File: src/rtl/shift_reg_sequencer_pkg.sv
// Shared definitions for the shift-register sequencer: command opcodes,
// FSM states and the register data width.
package shift_reg_sequencer_pkg;

    localparam int unsigned SR_DATA_W = 8;

    // Opcodes share the encoding of the register's c1/c0 mode lines.
    typedef enum logic [1:0] {
        OP_NOP  = 2'b00,
        OP_SHR  = 2'b01,
        OP_SHL  = 2'b10,
        OP_LOAD = 2'b11
    } seq_op_e;

    typedef enum logic [1:0] {
        SEQ_IDLE  = 2'b00,
        SEQ_LOAD  = 2'b01,
        SEQ_SHIFT = 2'b10,
        SEQ_DONE  = 2'b11
    } seq_state_e;

endpackage

File: src/rtl/seq_step_counter.sv
// Loadable down-counter that sequences shift cycles; last flags a count of 1.
module seq_step_counter #(
    parameter int unsigned CNT_W = 4
) (
    input  logic             clk,
    input  logic             rst_n,
    input  logic             load,
    input  logic             dec,
    input  logic [CNT_W-1:0] load_val,
    output logic [CNT_W-1:0] count,
    output logic             last
);

    // last is kept registered alongside count so it tracks the value being held
    always_ff @(posedge clk or negedge rst_n) begin
        if (!rst_n) begin
            count <= '0;
            last  <= 1'b0;
        end else if (load) begin
            count <= load_val;
            last  <= (load_val == CNT_W'(1));
        end else if (dec && (count != '0)) begin
            count <= count - CNT_W'(1);
            last  <= (count == CNT_W'(2));
        end
    end

endmodule

File: src/rtl/shift_reg_sequencer.sv
// Command-driven controller for the 8-bit universal shift register.
// Optional right-shift flag capture is built when SEQ_FLAG_CAPTURE_EN is defined.
module shift_reg_sequencer
    import shift_reg_sequencer_pkg::*;
#(
    parameter int unsigned CNT_W = 4
) (
    input  logic                 seq_clk,
    input  logic                 seq_rst_n,
    input  logic                 cmd_valid,
    output logic                 cmd_ready,
    input  logic [1:0]           cmd_op,
    input  logic [CNT_W-1:0]     cmd_count,
    input  logic [SR_DATA_W-1:0] cmd_data,
    output logic                 sr_en,
    output logic                 sr_c1,
    output logic                 sr_c0,
    output logic [SR_DATA_W-1:0] sr_data,
    input  logic                 sr_flag,
    output logic                 busy,
    output logic                 done,
    output logic [SR_DATA_W-1:0] cap_data
);

    seq_state_e           state, state_nxt;
    seq_op_e              op_q, op_nxt;
    logic                 accept_c;
    logic                 cnt_load, cnt_dec, cnt_last;
    logic [CNT_W-1:0]     cnt_val;
    logic                 en_nxt, ready_nxt, busy_nxt, done_nxt;
    logic [1:0]           mode_nxt;
    logic [SR_DATA_W-1:0] data_nxt;

    assign accept_c = cmd_valid && cmd_ready;

    seq_step_counter #(.CNT_W(CNT_W)) u_step_counter (
        .clk      (seq_clk),
        .rst_n    (seq_rst_n),
        .load     (cnt_load),
        .dec      (cnt_dec),
        .load_val (cmd_count),
        .count    (cnt_val),
        .last     (cnt_last)
    );

    // Next state plus next values of the registered outputs
    always_comb begin
        state_nxt = state;
        op_nxt    = op_q;
        cnt_load  = 1'b0;
        cnt_dec   = 1'b0;
        en_nxt    = 1'b0;
        mode_nxt  = 2'b00;
        data_nxt  = '0;

        case (state)
            SEQ_IDLE: begin
                if (accept_c) begin
                    op_nxt   = seq_op_e'(cmd_op);
                    cnt_load = 1'b1;
                    case (seq_op_e'(cmd_op))
                        OP_LOAD:        state_nxt = SEQ_LOAD;
                        OP_SHR, OP_SHL: state_nxt = (cmd_count != '0) ? SEQ_SHIFT : SEQ_DONE;
                        default:        state_nxt = SEQ_DONE;
                    endcase
                end
            end
            SEQ_LOAD:  state_nxt = SEQ_DONE;
            SEQ_SHIFT: begin
                cnt_dec = 1'b1;
                if (cnt_last) state_nxt = SEQ_DONE;
            end
            default:   state_nxt = SEQ_IDLE;
        endcase

        // LOAD is only entered straight from acceptance, so cmd_data is the latched value
        case (state_nxt)
            SEQ_LOAD: begin
                en_nxt   = 1'b1;
                mode_nxt = 2'(OP_LOAD);
                data_nxt = cmd_data;
            end
            SEQ_SHIFT: begin
                en_nxt   = 1'b1;
                mode_nxt = 2'(op_nxt);
            end
            default: ;
        endcase

        ready_nxt = (state_nxt == SEQ_IDLE);
        busy_nxt  = (state_nxt != SEQ_IDLE);
        done_nxt  = (state_nxt == SEQ_DONE);
    end

    always_ff @(posedge seq_clk or negedge seq_rst_n) begin
        if (!seq_rst_n) begin
            state     <= SEQ_IDLE;
            op_q      <= OP_NOP;
            cmd_ready <= 1'b0;
            busy      <= 1'b0;
            done      <= 1'b0;
            sr_en     <= 1'b0;
            sr_c1     <= 1'b0;
            sr_c0     <= 1'b0;
            sr_data   <= '0;
        end else begin
            state     <= state_nxt;
            op_q      <= op_nxt;
            cmd_ready <= ready_nxt;
            busy      <= busy_nxt;
            done      <= done_nxt;
            sr_en     <= en_nxt;
            sr_c1     <= mode_nxt[1];
            sr_c0     <= mode_nxt[0];
            sr_data   <= data_nxt;
        end
    end

`ifdef SEQ_FLAG_CAPTURE_EN
    logic shr_fire_q;

    // Flag lags each right shift by one edge, so capture runs off a delayed fire
    always_ff @(posedge seq_clk or negedge seq_rst_n) begin
        if (!seq_rst_n) begin
            shr_fire_q <= 1'b0;
            cap_data   <= '0;
        end else begin
            shr_fire_q <= sr_en && ({sr_c1, sr_c0} == 2'(OP_SHR));
            if (accept_c && (seq_op_e'(cmd_op) == OP_SHR)) begin
                cap_data <= '0;
            end else if (shr_fire_q) begin
                cap_data <= {sr_flag, cap_data[SR_DATA_W-1:1]};
            end
        end
    end
`else
    logic unused_flag;

    assign unused_flag = sr_flag;
    assign cap_data    = '0;
`endif

endmodule

File: config.mk
export PLATFORM = sky130hd
export DESIGN_NAME = shift_reg_sequencer
export DESIGN_NICKNAME = d
export VERILOG_FILES = /design/src/rtl/shift_reg_sequencer_pkg.sv /design/src/rtl/seq_step_counter.sv /design/src/rtl/shift_reg_sequencer.sv
export SDC_FILE = /design/constraint.sdc
export NUM_CORES = 1
export LEC_CHECK = 0
export ABC_CLOCK_PERIOD_IN_PS = 1800
export CAP_MARGIN = 20
export CORE_MARGIN = 5
export CORE_UTILIZATION = 47
export CTS_BUF_LIST = sky130_fd_sc_hd__clkbuf_8
export DETAILED_ROUTE_END_ITERATION = 8
export GPL_ROUTABILITY_DRIVEN = 0
export PLACE_DENSITY = 0.81
export SYNTH_ARGS = -nofsm -noshare
export SYNTH_HDL_FRONTEND = slang
export SYNTH_SLANG_ARGS = --single-unit
File: constraint.sdc
create_clock -name seq_clk -period 1.8 [get_ports seq_clk]
set_input_delay 0.27 -clock seq_clk [delete_from_list [all_inputs] [get_ports seq_clk]]
set_output_delay 0.27 -clock seq_clk [all_outputs]
set_load 0.01 [all_outputs]
# Word level (Yosys, flattened, before mapping)
# Cells that the tools add are included.
# op_classes
n_reduce_logical	10
n_addsub	1
n_eq_ne	10
muxes	17
# ops
op	n
2-bit equality test (second input constant)	5
2-bit two-way mux	4
4-bit two-way mux	2
8-bit two-way mux	1
2-bit one-hot mux with 2 select lines	2
4-bit nonzero test	2
1-bit two-way mux	7
2-bit by 1-bit equality test with 1-bit output (second input constant)	3
2-bit one-hot mux with 3 select lines	1
4-bit by 1-bit equality test with 1-bit output (second input constant)	1
4-bit by 2-bit equality test with 1-bit output (second input constant)	1
2-bit zero test	2
2-bit nonzero test	2
2-bit OR reduction	2
4-bit by 1-bit subtractor with 4-bit output (second input constant)	1
1-bit logical AND	2
# word_totals
input_bits	18
reg_bits	23
elab_cells	49
output_inout_bits	22

# Longest topological paths before layout
# depth
word_depth	8
depth_mapped	9
mapped_depth_nobuf	8

# Hierarchy
# From an unflattened synthesis, not the netlist that was laid out.
# hier_totals
hier_cells	113
hier_area_um2	1223.7
# modules_own_cells
mod	cells_each	area_each_um2	instances	seq_area_each_um2
shift_reg_sequencer	76	882.1	1	450.4
seq_step_counter	37	341.6	1	125.1

# Least setup slack after synthesis
# OpenSTA, ideal clock, no wires.
# synth_timing
kind	input to register
from	input port cmd_op[0]
to	register sr_c1
t_arrival_ns	1.798
slack_ns	-0.124
n_path_buf	0
required_ns	1.674
setup_time_ns	0.126
cell_stages	8
path_cell_list	inv_1 -> ha_1 -> nor2b_1 -> a2111oi_0 -> o32a_1 -> ha_1 -> nand2_1 -> o21ai_0
# synth_between
elab_chain_cells	7
elab_cells_between_ends	10
cone_classes	5 x eq/ne; 4 x mux; 1 x reduce/logical
# synth_rtl
element	line	text
start: declaration	shift_reg_sequencer.sv:12	input logic [1:0] cmd_op,
2-bit by 1-bit equality test with 1-bit output or 2-bit equality test (tied branches)	shift_reg_sequencer.sv:61	case (seq_op_e'(cmd_op))
2-bit OR reduction	shift_reg_sequencer.sv:61	
2-bit one-hot mux with 2 select lines *	shift_reg_sequencer.sv:61	
2-bit two-way mux *	shift_reg_sequencer.sv:58	if (accept_c) begin
2-bit one-hot mux with 3 select lines *	shift_reg_sequencer.sv:56	case (state)
2-bit equality test or 2-bit by 1-bit equality test with 1-bit output (tied branches)	shift_reg_sequencer.sv:77	case (state_nxt)
2-bit one-hot mux with 2 select lines *	shift_reg_sequencer.sv:77	
net mode_nxt[1]	shift_reg_sequencer.sv:31	logic [1:0] mode_nxt;
end signal: assignment	shift_reg_sequencer.sv:113	sr_c1 <= mode_nxt[1];
end: declaration	shift_reg_sequencer.sv:16	output logic sr_c1,
# The timed path passes the listed nets; every way through them passes the cells marked *.
# A chain may end at the register's enable or synchronous reset.

# Worst setup path after layout
# layout_timing
from	register state[1]
to	register sr_c1
# layout_between
elab_chain_cells	4
elab_cells_between_ends	10
cone_classes	4 x eq/ne; 5 x mux; 1 x reduce/logical
# layout_rtl
element	line	text
start: declaration	shift_reg_sequencer.sv:25	seq_state_e state, state_nxt;
start signal: assignment	shift_reg_sequencer.sv:107	state <= state_nxt;
2-bit equality test, or another cell as far along	shift_reg_sequencer.sv:56	
2-bit one-hot mux with 3 select lines	shift_reg_sequencer.sv:56	
2-bit equality test or 2-bit by 1-bit equality test with 1-bit output (tied branches)	shift_reg_sequencer.sv:77	
2-bit one-hot mux with 2 select lines *	shift_reg_sequencer.sv:77	
net mode_nxt[1]	shift_reg_sequencer.sv:31	
# Marked as above.

==> impl_metrics.ini <==
[status]
status = finished clean

[placed_design]
dp_slack_ns = -0.620
place_hpwl_mm = 1.99
place.port_buffers = 30
instance_area_after_placement_mm2 = 0.00161

[pwr]
power.net_switching_mw = 1.13
internal-power_mw = 1.84
swShare = 0.381
combPwrFrac = 0.591
power_frac_seq = 0.305
power.clock.fraction = 0.104
power_density_mw_per_mm2 = 1710
power.leakage_nw = 0.848
vdd_drop_max_mv = 1.19

[finish]
layout-drive-gt1-share = 0.248
design_area_mm2 = 0.00174
nNetsFinal = 189
area_growth_syn_to_layout_pct = 41.9
n_antenna_cell = 0

[detailed_routing]
routed_wire_length_per_instance_um = 14.5
wirelength_met1_um = 943
viasPerCell = 5.01
drc_errors = 0
firstDrtPassIters = 4
finalWirelength_mm = 2.72
topRoutingLayerUsed = met4
met2_wirelength_mm = 1.48
detailroute.via_count = 936
routed-wl-met3_um = 260
antenna_left = 0
drt_iter0_drc = 18

[run]
max_cap_violations = 0

[timing]
setup_viol_count_final = 0
fin_crit_period_ns = 1.74
layout_worst_path_cycle_share = 0.964
finalClockSkew_ns = 0.00228
max_freq_mhz = 576
hold_viol_final = 0
final-max-slew-violation-count = 0
worst_hold_slack_ns = 0.365
fin_ws_ns = 0.0647

[synth]
synthDominantAreaCellType = sky130_fd_sc_hd__dfrtp_1
synthesis.yosys.warnings = 0
netlist_instances = 113
synth.top_cells.by_area = sky130_fd_sc_hd__dfrtp_1 (47%), sky130_fd_sc_hd__ha_1 (13%), sky130_fd_sc_hd__buf_4 (6.1%), sky130_fd_sc_hd__and2_1 (4.1%), sky130_fd_sc_hd__inv_1 (3.1%)
synth.cell_area_mm2 = 0.00123
dominantRegCellSynth = sky130_fd_sc_hd__dfrtp_1
count_of_flip_flops_with_a_built_in_enable_after_synthesis = 0
async_reset_ff_frac = 1.00
synth.yosys.seq_area_share = 0.469
most_used_standard_cells_in_the_synthesized_netlist = sky130_fd_sc_hd__dfrtp_1 (23), sky130_fd_sc_hd__ha_1 (13), sky130_fd_sc_hd__buf_4 (10), sky130_fd_sc_hd__inv_1 (10)
yosys.cell_types.count = 32
syn-mean-instance-area_um2 = 10.9
synth_top_cell_area_share = 0.469
synth_most_common_cell = sky130_fd_sc_hd__dfrtp_1
synth-seq-cells = 23

[setup_path]
path_buf_inv = 0
path_cells = ha_2 > nand2b_4 > o32a_1 > ha_4 > nand2_2 > o21ai_2
worst-setup-path-type = reg -> reg
worst-endpoint-arrival_ns = 1.93
worst_ep_required_time_ns = 2.00
critical-path-top-delay-family = compound AO/OA/AOI/OAI gates
critical_path.slowest_cell = sky130_fd_sc_hd__dfrtp_1
crit_path_max_fanout = 4
worst_path_largest_cell_delay_ns = 0.43
critical_path.startpoint_type = flip-flop
setup.worst_path.end_class = flip-flop

[die]
num_io_pins = 40
floorplan.die_area_mm2 = 0.00373
floorplan.rows = 18
die_x_um = 61.1
floorplan.core_area_mm2 = 0.00248
fp.dieH_um = 61.1
initial_utilization = 0.495

[cts]
cts.reportedPaths.clkPinSlew_ns = 0.08
clk-insertion-delay-late_ns = 0.26
cts_buf_count = 3
clock_sink_count = 23
cts.htree.levels = 1
cts-root-to-sink-buffers = 2
cts_tree = built
ctsRootBufferMaster = sky130_fd_sc_hd__clkbuf_8

[global_route]
via_count_of_the_first_global_routing_pass = 957
antenna_found_initial = 0
largest_net_degree_at_the_start_of_global_routing = 24
track_usage = 0.154
global_route_wire_length_before_repair_mm = 4.11
gr_overflow_total = 0

[hold_path]
min_path_type = in -> async
-- final cells by class --
cell class	instances	area, um2
clock buffer	3	41.3
clock inverter	1	3.75
fill	184	736
inverter	10	37.5
multi-input combinational	77	659
sequential	23	576
tap	30	37.5
timing repair buffer	43	387
-- cell usage in the layout, fill, tap and decap left out, types with 2 or more instances in the layout --
master | netlist | final
sky130_fd_sc_hd__mux2i_1 | 3 | 3
sky130_fd_sc_hd__and2_1 | 8 | 8
sky130_fd_sc_hd__a21oi_1 | 6 | 6
sky130_fd_sc_hd__nor2_1 | 3 | 2
sky130_fd_sc_hd__nand3_2 | 2 | 2
sky130_fd_sc_hd__inv_1 | 10 | 10
sky130_fd_sc_hd__o21ai_1 | 0 | 2
sky130_fd_sc_hd__buf_4 | 10 | 13
sky130_fd_sc_hd__clkdlybuf4s50_1 | 0 | 24
sky130_fd_sc_hd__ha_1 | 13 | 9
sky130_fd_sc_hd__conb_1 | 1 | 8
sky130_fd_sc_hd__clkbuf_8 | 0 | 3
sky130_fd_sc_hd__ha_2 | 0 | 2
sky130_fd_sc_hd__clkbuf_2 | 0 | 2
sky130_fd_sc_hd__dfrtp_1 | 23 | 23
sky130_fd_sc_hd__dlygate4sd2_1 | 0 | 3
sky130_fd_sc_hd__nand2_2 | 0 | 2
sky130_fd_sc_hd__a211o_1 | 2 | 2
sky130_fd_sc_hd__ha_4 | 0 | 2
sky130_fd_sc_hd__nand2_1 | 8 | 6
-- state kept, by name, indices dropped and copies added (netlist names) --
| signal | cells |
|---|---|
| u_step_counter.count | 4 |
| sr_data | 8 |
| u_step_counter.last | 1 |
| busy | 1 |
| sr_c1 | 1 |
| sr_en | 1 |
| state | 2 |
| op_q | 2 |
| done | 1 |
| cmd_ready | 1 |
| sr_c0 | 1 |
-- timing repair --
item / 4_1_cts / 5_1_grt
hold buffers: 0 / 0
endpoints found under the setup margin: 14 / 10
gates resized for setup: 10 / 20
pin swaps: 3 / 5
buffers inserted: 0 / 1
-- through the flow --
stage / setup TNS, ns / cells / utilization / total power, mW
after global routing: -0.0394 / 187 / 0.703 / 3.21
final: 0 / 187 / 0.703 / 2.98
after detailed placement: -7.78 / 182 / 0.651 / 2.39
after global placement: -7.24 / 182 / 0.651 / 2.32
after CTS: 0 / 186 / 0.680 / 2.80
after floorplan: 0 / 120 / - / 1.75
-- routing by layer --
metal,up-vias,track usage
met1,449,0.149
met2,30,0.290
met4,0,0.0464
met3,6,0.0692
li1,451,-
met5,-,0
-- path summary, 6_finish.rpt --
path	start	to	slack, ns	cells after the start
setup / recovery	state[1]	sr_c1	0.06	6
hold / removal	seq_rst_n	u_step_counter.count[2]	0.37	2
setup reg to reg	state[1]	sr_c1	0.06	6
hold reg to reg	op_q[0]	op_q[0]	0.56	2
max in group asynchronous	seq_rst_n	u_step_counter.count[0]	1.20	2
min in group seq_clk	cmd_op[0]	op_q[0]	0.43	4
-- logic make-up after synthesis --
| logic type | Yosys count | share of synthesized area |
|---|---|---|
| compound gates | 20 | 0.111 |
| fa+ha+maj | 13 | 0.133 |
| buf+inv | 20 | 0.0917 |
| flops | 23 | 0.469 |
| mux | 3 | 0.0245 |
| other cells | 1 | 0.00306 |
| simple gates | 33 | 0.168 |
-- power groups by stage --
stage                     clock, mW  combinational (mW)  sequential, mW
after global placement            0                1.43           0.897
after floorplan                   0               0.793           0.952
final                         0.309                1.76           0.909
after detailed placement          0                1.48           0.909
after global routing          0.339                1.93           0.942
after CTS                     0.318                1.58           0.903
(Power assumes the default switching activity.)
